**src/rtl/sc_pkg.sv**
```systemverilog
// Shared definitions for the stochastic-computing blocks: LFSR tap table,
// per-channel seed derivation and the SNG frame state encoding.
package sc_pkg;

  typedef enum logic {SNG_IDLE, SNG_RUN} sng_state_t;

  // Maximal-length Fibonacci tap masks (bit i = stage i+1) for shift-left, feedback into bit 0
  function automatic logic [15:0] lfsr_taps(input int unsigned w);
    logic [15:0] taps;
    case (w)
      4:       taps = 16'h000C;
      5:       taps = 16'h0014;
      6:       taps = 16'h0030;
      7:       taps = 16'h0060;
      8:       taps = 16'h00B8;
      9:       taps = 16'h0110;
      10:      taps = 16'h0240;
      11:      taps = 16'h0500;
      12:      taps = 16'h0829;
      13:      taps = 16'h100D;
      14:      taps = 16'h2015;
      15:      taps = 16'h6000;
      16:      taps = 16'hD008;
      default: taps = '0;
    endcase
    return taps;
  endfunction

  function automatic logic [15:0] sng_seed(input int unsigned k, input int unsigned w,
                                           input int unsigned stride);
    int unsigned period;
    period = (32'd1 << w) - 32'd1;
    return 16'((k * stride) % period + 32'd1);
  endfunction

endpackage

```
**src/rtl/sc_sng_bank_if.sv**
```systemverilog
// Operand-load handshake and stream outputs of the SNG bank.
interface sc_sng_bank_if #(
  parameter int unsigned N = 3,
  parameter int unsigned W = 8
);
  logic           LOAD_VALID;
  logic           LOAD_READY;
  logic [N*W-1:0] VALUES;
  logic           ABORT;
  logic [N-1:0]   STREAM;
  logic           STREAM_VALID;
  logic           FRAME_START;
  logic           FRAME_LAST;

  modport master (
    output LOAD_VALID, VALUES, ABORT,
    input  LOAD_READY, STREAM, STREAM_VALID, FRAME_START, FRAME_LAST
  );

  modport slave (
    input  LOAD_VALID, VALUES, ABORT,
    output LOAD_READY, STREAM, STREAM_VALID, FRAME_START, FRAME_LAST
  );
endinterface

```
**src/rtl/sc_lfsr.sv**
```systemverilog
// Fibonacci maximal-length LFSR with seed reload; steps only when STEP is high.
module sc_lfsr
  import sc_pkg::*;
#(
  parameter int unsigned   W    = 8,
  parameter logic [W-1:0]  SEED = 1
) (
  input  logic         CLK,
  input  logic         RESET_N,
  input  logic         LOAD_SEED,
  input  logic         STEP,
  output logic [W-1:0] Q
);

  localparam logic [15:0] TAPS16 = lfsr_taps(W);
  localparam logic [W-1:0] TAPS  = TAPS16[W-1:0];

  always_ff @(posedge CLK or negedge RESET_N) begin
    if (!RESET_N)       Q <= SEED;
    else if (LOAD_SEED) Q <= SEED;
    else if (STEP)      Q <= {Q[W-2:0], ^(Q & TAPS)};
  end

endmodule

```
**src/rtl/sc_sng_bank.sv**
```systemverilog
// Bank of N LFSR-based stochastic number generators producing one
// 2^W-1 cycle unipolar frame per loaded operand set, with one pending slot.
module sc_sng_bank
  import sc_pkg::*;
#(
  parameter int unsigned N           = 3,
  parameter int unsigned W           = 8,
  parameter int unsigned SEED_STRIDE = 37
) (
  input  logic        CLK,
  input  logic        RESET_N,
  sc_sng_bank_if.slave bus
);

  localparam logic [W-1:0] FCNT_LAST = {{(W-1){1'b1}}, 1'b0};

  sng_state_t     state, state_next;
  logic [W-1:0]   fcnt;
  logic [N*W-1:0] active, pending;
  logic           pending_full;
  logic           xfer, at_last, start_frame, lfsr_step;
  logic [W-1:0]   lfsr_q [N];
  logic [N-1:0]   stream_bits;

  always_ff @(posedge CLK or negedge RESET_N) begin
    if (!RESET_N) state <= SNG_IDLE;
    else          state <= state_next;
  end

  always_comb begin
    xfer        = bus.LOAD_VALID & !pending_full;
    at_last     = (state == SNG_RUN) && (fcnt == FCNT_LAST);
    start_frame = 1'b0;
    state_next  = state;
    if (bus.ABORT) begin
      state_next = SNG_IDLE;
    end else begin
      case (state)
        SNG_IDLE: if (xfer) begin
          state_next  = SNG_RUN;
          start_frame = 1'b1;
        end
        SNG_RUN: if (at_last) begin
          if (pending_full || xfer) start_frame = 1'b1;
          else                      state_next  = SNG_IDLE;
        end
        default: state_next = SNG_IDLE;
      endcase
    end
    lfsr_step = (state == SNG_RUN) && !at_last;
  end

  // On the last cycle a full pending slot wins over a same-cycle bypass transfer
  always_ff @(posedge CLK or negedge RESET_N) begin
    if (!RESET_N) begin
      fcnt         <= '0;
      active       <= '0;
      pending      <= '0;
      pending_full <= 1'b0;
    end else if (bus.ABORT) begin
      pending_full <= 1'b0;
    end else begin
      if (start_frame) begin
        fcnt   <= '0;
        active <= (at_last && pending_full) ? pending : bus.VALUES;
      end else if (state == SNG_RUN) begin
        fcnt <= fcnt + 1'b1;
      end
      if (at_last && pending_full) begin
        pending_full <= 1'b0;
      end else if (state == SNG_RUN && !at_last && xfer) begin
        pending      <= bus.VALUES;
        pending_full <= 1'b1;
      end
    end
  end

  for (genvar k = 0; k < N; k++) begin : g_lane
    localparam logic [15:0] SEED16 = sng_seed(unsigned'(k), W, SEED_STRIDE);
    sc_lfsr #(.W(W), .SEED(SEED16[W-1:0])) u_lfsr (
      .CLK       (CLK),
      .RESET_N   (RESET_N),
      .LOAD_SEED (start_frame),
      .STEP      (lfsr_step),
      .Q         (lfsr_q[k])
    );
  end

  always_comb begin
    stream_bits = '0;
    for (int unsigned k = 0; k < N; k++)
      stream_bits[k] = (state == SNG_RUN) && (lfsr_q[k] <= active[k*W +: W]);
    bus.STREAM       = stream_bits;
    bus.STREAM_VALID = (state == SNG_RUN);
    bus.FRAME_START  = (state == SNG_RUN) && (fcnt == '0);
    bus.FRAME_LAST   = at_last;
    bus.LOAD_READY   = !pending_full;
  end

endmodule

```
**src/flat_wrapper.sv**
```systemverilog
// flat-port wrapper written by rule: the top's interface ports become plain ports
module sc_sng_bank_flat import sc_pkg::*;
#(
  parameter int unsigned N           = 3,
  parameter int unsigned W           = 8,
  parameter int unsigned SEED_STRIDE = 37
)
  (CLK, RESET_N, bus_LOAD_VALID, bus_VALUES, bus_ABORT, bus_LOAD_READY, bus_STREAM, bus_STREAM_VALID, bus_FRAME_START, bus_FRAME_LAST);
  sc_sng_bank_if #(.N(N), .W(W)) bus_i ();
  input  logic CLK;
  input  logic RESET_N;
  input wire logic [$bits(bus_i.LOAD_VALID)-1:0] bus_LOAD_VALID;
  input wire logic [$bits(bus_i.VALUES)-1:0] bus_VALUES;
  input wire logic [$bits(bus_i.ABORT)-1:0] bus_ABORT;
  output wire logic [$bits(bus_i.LOAD_READY)-1:0] bus_LOAD_READY;
  output wire logic [$bits(bus_i.STREAM)-1:0] bus_STREAM;
  output wire logic [$bits(bus_i.STREAM_VALID)-1:0] bus_STREAM_VALID;
  output wire logic [$bits(bus_i.FRAME_START)-1:0] bus_FRAME_START;
  output wire logic [$bits(bus_i.FRAME_LAST)-1:0] bus_FRAME_LAST;
  assign bus_i.LOAD_VALID = bus_LOAD_VALID;
  assign bus_i.VALUES = bus_VALUES;
  assign bus_i.ABORT = bus_ABORT;
  assign bus_LOAD_READY = bus_i.LOAD_READY;
  assign bus_STREAM = bus_i.STREAM;
  assign bus_STREAM_VALID = bus_i.STREAM_VALID;
  assign bus_FRAME_START = bus_i.FRAME_START;
  assign bus_FRAME_LAST = bus_i.FRAME_LAST;
  sc_sng_bank #(.N(N), .W(W), .SEED_STRIDE(SEED_STRIDE)) u_core (.CLK(CLK), .RESET_N(RESET_N), .bus(bus_i));
endmodule
```
**config.mk**
```make
export PLATFORM = sky130hd
export DESIGN_NAME = sc_sng_bank_flat
export DESIGN_NICKNAME = d
export VERILOG_FILES = /design/src/rtl/sc_pkg.sv /design/src/rtl/sc_sng_bank_if.sv /design/src/rtl/sc_lfsr.sv /design/src/rtl/sc_sng_bank.sv /design/src/flat_wrapper.sv
export SDC_FILE = /design/constraint.sdc
export NUM_CORES = 1
export LEC_CHECK = 0
export ABC_CLOCK_PERIOD_IN_PS = 2700
export CAP_MARGIN = 20
export CORE_ASPECT_RATIO = 0.6
export CORE_MARGIN = 5
export CORE_UTILIZATION = 50
export DETAILED_ROUTE_END_ITERATION = 8
export DONT_BUFFER_PORTS = 1
export PLACE_DENSITY_LB_ADDON = 0.05
export SYNTH_ARGS = -nofsm -noshare
export SYNTH_HDL_FRONTEND = slang
export SYNTH_SLANG_ARGS = --single-unit
```
**constraint.sdc**
```tcl
create_clock -name CLK -period 2.7 [get_ports CLK]
set_clock_uncertainty 0.2 [all_clocks]
set_input_delay 0.81 -clock CLK [delete_from_list [all_inputs] [get_ports CLK]]
set_output_delay 0.81 -clock CLK [all_outputs]
set_load 0.005 [all_outputs]
```
==> results.md <==
* Setup violators final at 3
* Synth area leader: dfrtp_1
* Failing checks: hold timing, setup timing
* DRT antenna net count at 0
* Post-route DRC at 0
* M1 GR Usage at 24.2%
* M3 GR Usage at 5.39%
* Synthesized net count at ~460
* Total track usage at 17.1%
* Clk pwr share at 30.4%
* Worst slew pin tran at 0.528 ns
* Post-place setup slack at 0.198 ns
* Antenna violations before repair at 0
* Grt total ovfl at 0
* M2 GR Usage at 25.8%
* Initial Utilization at a little over half
* R2R Path End: u_core.pending[10]
* Slew Limit Headroom at 64.7%
* CTS Buffer Depth at 2
* Largest fanout on the critical path at 3
* Die span in x at 129 um
* Max Clk Rate at 0.359 GHz
* Area grow syn2layout at 12.0%
* Mapped Area at 0.00422 mm2
* Final period util at 103%
* EDFF count, synth at 0
* Vias in the first global route at 2846
* Filler cells at 688
* Sequential area share after synthesis at approximately half
* I/O pin count at 35
* Top Usage Layer GRT: met2
* Netlist cell types at 39
* Unrepaired setup endpoints after global routing: true
* Inserted Diodes at 0
* Status: complete, but fails checks
* Violation count after the first detailed-route iteration at roughly 180
* Synth async-reset ratio at 100%
* Synthesis Warnings at 0
* R2R depth at 6
* Yosys top cell area share at 43.9%
* Post-Place Cells at slightly above 500
* Clock sinks at 82
* IO Port Bufs at 0
* Crit Path Category: register to output port
* Row count at 25
* Worst setup SP type: register
* CTS Root Cell: clkbuf_16
* Combinational power share at about 24%
* Die area at 0.0104 mm2
* Internal Power at 2.73 mW
* Inserted Clock Buffers at 9
* Ratio of cells with drive above 1 in the final layout at 15.7%
* Gp weighted congestion at ~0.8
* Post-layout power at ~3.9 mW
* Die H at ~81 um
* Final setup TNS at -0.173 ns
* Via density at 5.24
* Peak supply drop at about 0.35 mV
* Clock Latency Late Sink at 0.34 ns
* Core Footprint at around 0.008 mm2
* Worst reg2reg startpoint: u_core.fcnt[0]
* Worst reg2reg setup slack at 0.45 ns
* First-pass GRT wire length at about 14 mm
* WL per Instance at 15.0 um
* P_leak at 2.13 nW
* H-tree levels at 3
* Nets at 471
* Slew Limit Fails at 0
* Final design utilization at 58.8%
* CTS tree: yes
* Multi-input gate area at 0.00199 mm2
* Max-Cap Viols at 0
* Avg Inst Size Synth at just over 10 um2
* Minimum clock period at 2.79 ns
* Register area at 0.00206 mm2
* Synthesis-stage register bit count at 82
* Worst hold slack at -0.0336 ns
* Pwr Density at 822 mW/mm2
* Pin count of the biggest net entering global routing at between 80 and 90
* Placed Area at 0.00431 mm2
* WP data required at 1.69 ns
* Critical path arrival at 1.78 ns
* Mapped Cells at around 410
* Sequential share of power at 45.4%
* DR vias at 2774
* Clock transition at path regs at 0.06 ns
* Fin area at 0.00472 mm2
* Post-DP HPWL at 5.41 mm
* Final Instance Count excl. Fillers at 529
* Worst setup margin at -0.0872 ns
* Worst setup startpoint: u_core.g_lane[1].u_lfsr.Q[1]
* Switch share at 29.7%
* Hold Fails Final Rpt at 74
* CP Capture Type: output port
* Hold WC Path Type: input port to async pin
* Synth area leaders: dfrtp_1 (44%), ha_1 (8.0%), nand2_1 (6.1%)
* Switching pwr at 1.15 mW
* Routed wire length at 7.95 mm
* First-pass DRT Iterations at 4
* Post-synth top flop: dfrtp_1
## layout make-up
cell class | instances | area share, %
Inverter | 29 | 2.30
Clock inverter | 4 | 0.503
Multi-Input combinational cell | 278 | 42.2
Sequential cell | 82 | 43.7
Tap cell | 108 | 2.86
Clock buffer | 12 | 5.64
Timing Repair Buffer | 16 | 2.81
## cells in the mapped netlist, types with 4 or more instances
cell type and number:
a21oi_1 15, buf_2 4, clkbuf_1 8, dfrtp_1 74, dfstp_2 8, ha_1 27
inv_1 29, mux2_1 17, mux2_2 7, mux2i_1 24, nand2_1 69, nand3_1 6
nand4_1 8, nor2_1 12, nor2b_1 4, o21ai_0 26, o21ai_1 26, xnor2_1 10
xor2_1 5
## layout by cell type, fill, tap and decap left out, types with 4 or more instances in the layout
| cell | n |
|---|---|
| a21oi_1 | 15 |
| buf_4 | 15 |
| clkbuf_16 | 9 |
| dfrtp_1 | 73 |
| dfstp_2 | 8 |
| ha_1 | 24 |
| inv_1 | 28 |
| mux2_1 | 17 |
| mux2_2 | 7 |
| mux2i_1 | 24 |
| nand2_1 | 69 |
| nand3_1 | 6 |
| nand4_1 | 8 |
| nor2_1 | 8 |
| nor2_2 | 4 |
| o21ai_0 | 26 |
| o21ai_1 | 26 |
| xnor2_1 | 10 |
| xor2_1 | 5 |
## how the worst max path moves through the flow
| stage | end |
|---|---|
| 2_1_floorplan | bus_STREAM[2] |
| 3_3_place_gp | bus_STREAM[1] |
| 5_1_grt | bus_STREAM[1] |
| 4_1_cts | bus_STREAM[1] |
| 6_report | bus_STREAM[1] |
| 3_5_place_dp | bus_STREAM[1] |
## critical path, stage by stage, from the launching register on
cell and delay [ns]:
dfstp_2 0.57, ha_4 0.21, nor2b_4 0.12, o211ai_1 0.14, a21oi_1 0.08, o22a_1 0.21
nor2_2 0.12
## power groups by stage
stage | sequential (mW) | clock, mW | combinational (mW)
finish | 1.76 | 1.18 | 0.940
global route | 1.81 | 1.27 | 1.11
floorplan | 1.72 | 0 | 0.700
CTS | 1.76 | 1.21 | 0.911
global placement | 1.76 | 0 | 0.829
detailed placement | 1.78 | 0 | 0.863
## state kept, by name, summed over array words and instances, names as in the netlist
name and count:
u_core.fcnt 8, u_core.active 24, u_core.g_lane.u_lfsr.Q 24, u_core.pending_full 1, u_core.pending 24, u_core.bus.STREAM_VALID 1
## routing by layer
layer  part of all wire (%)  vias up
li1                       -     1402
met1                     52     1337
met2                     43       30
met3                    4.1        5
met4                   0.67        0
met5                      0        -
## kinds of logic (layout without fill, tap and decap cells)
family / count (synthesis) / count (layout) / synth area share [%]
and+or+nand+nor: 111 / 111 / 12.4
DFF: 82 / 82 / 48.9
AOI/OAI and AO/OA: 77 / 77 / 9.85
muxes: 48 / 48 / 12.1
buffers and inverters: 47 / 61 / 5.61
adders and majority gates: 27 / 27 / 8.01
xor gates and xnor gates: 15 / 15 / 3.12
## repair_timing
| action | 4_1_cts | 5_1_grt |
|---|---|---|
| resized for setup | 8 | 7 |
| endpoints found under the setup margin | 5 | 5 |
| pin swaps | 8 | 11 |
| hold endpoints to repair | 74 | 74 |
| setup buffers | 5 | 1 |
No activity file was read; power rests on OpenSTA's default activity.
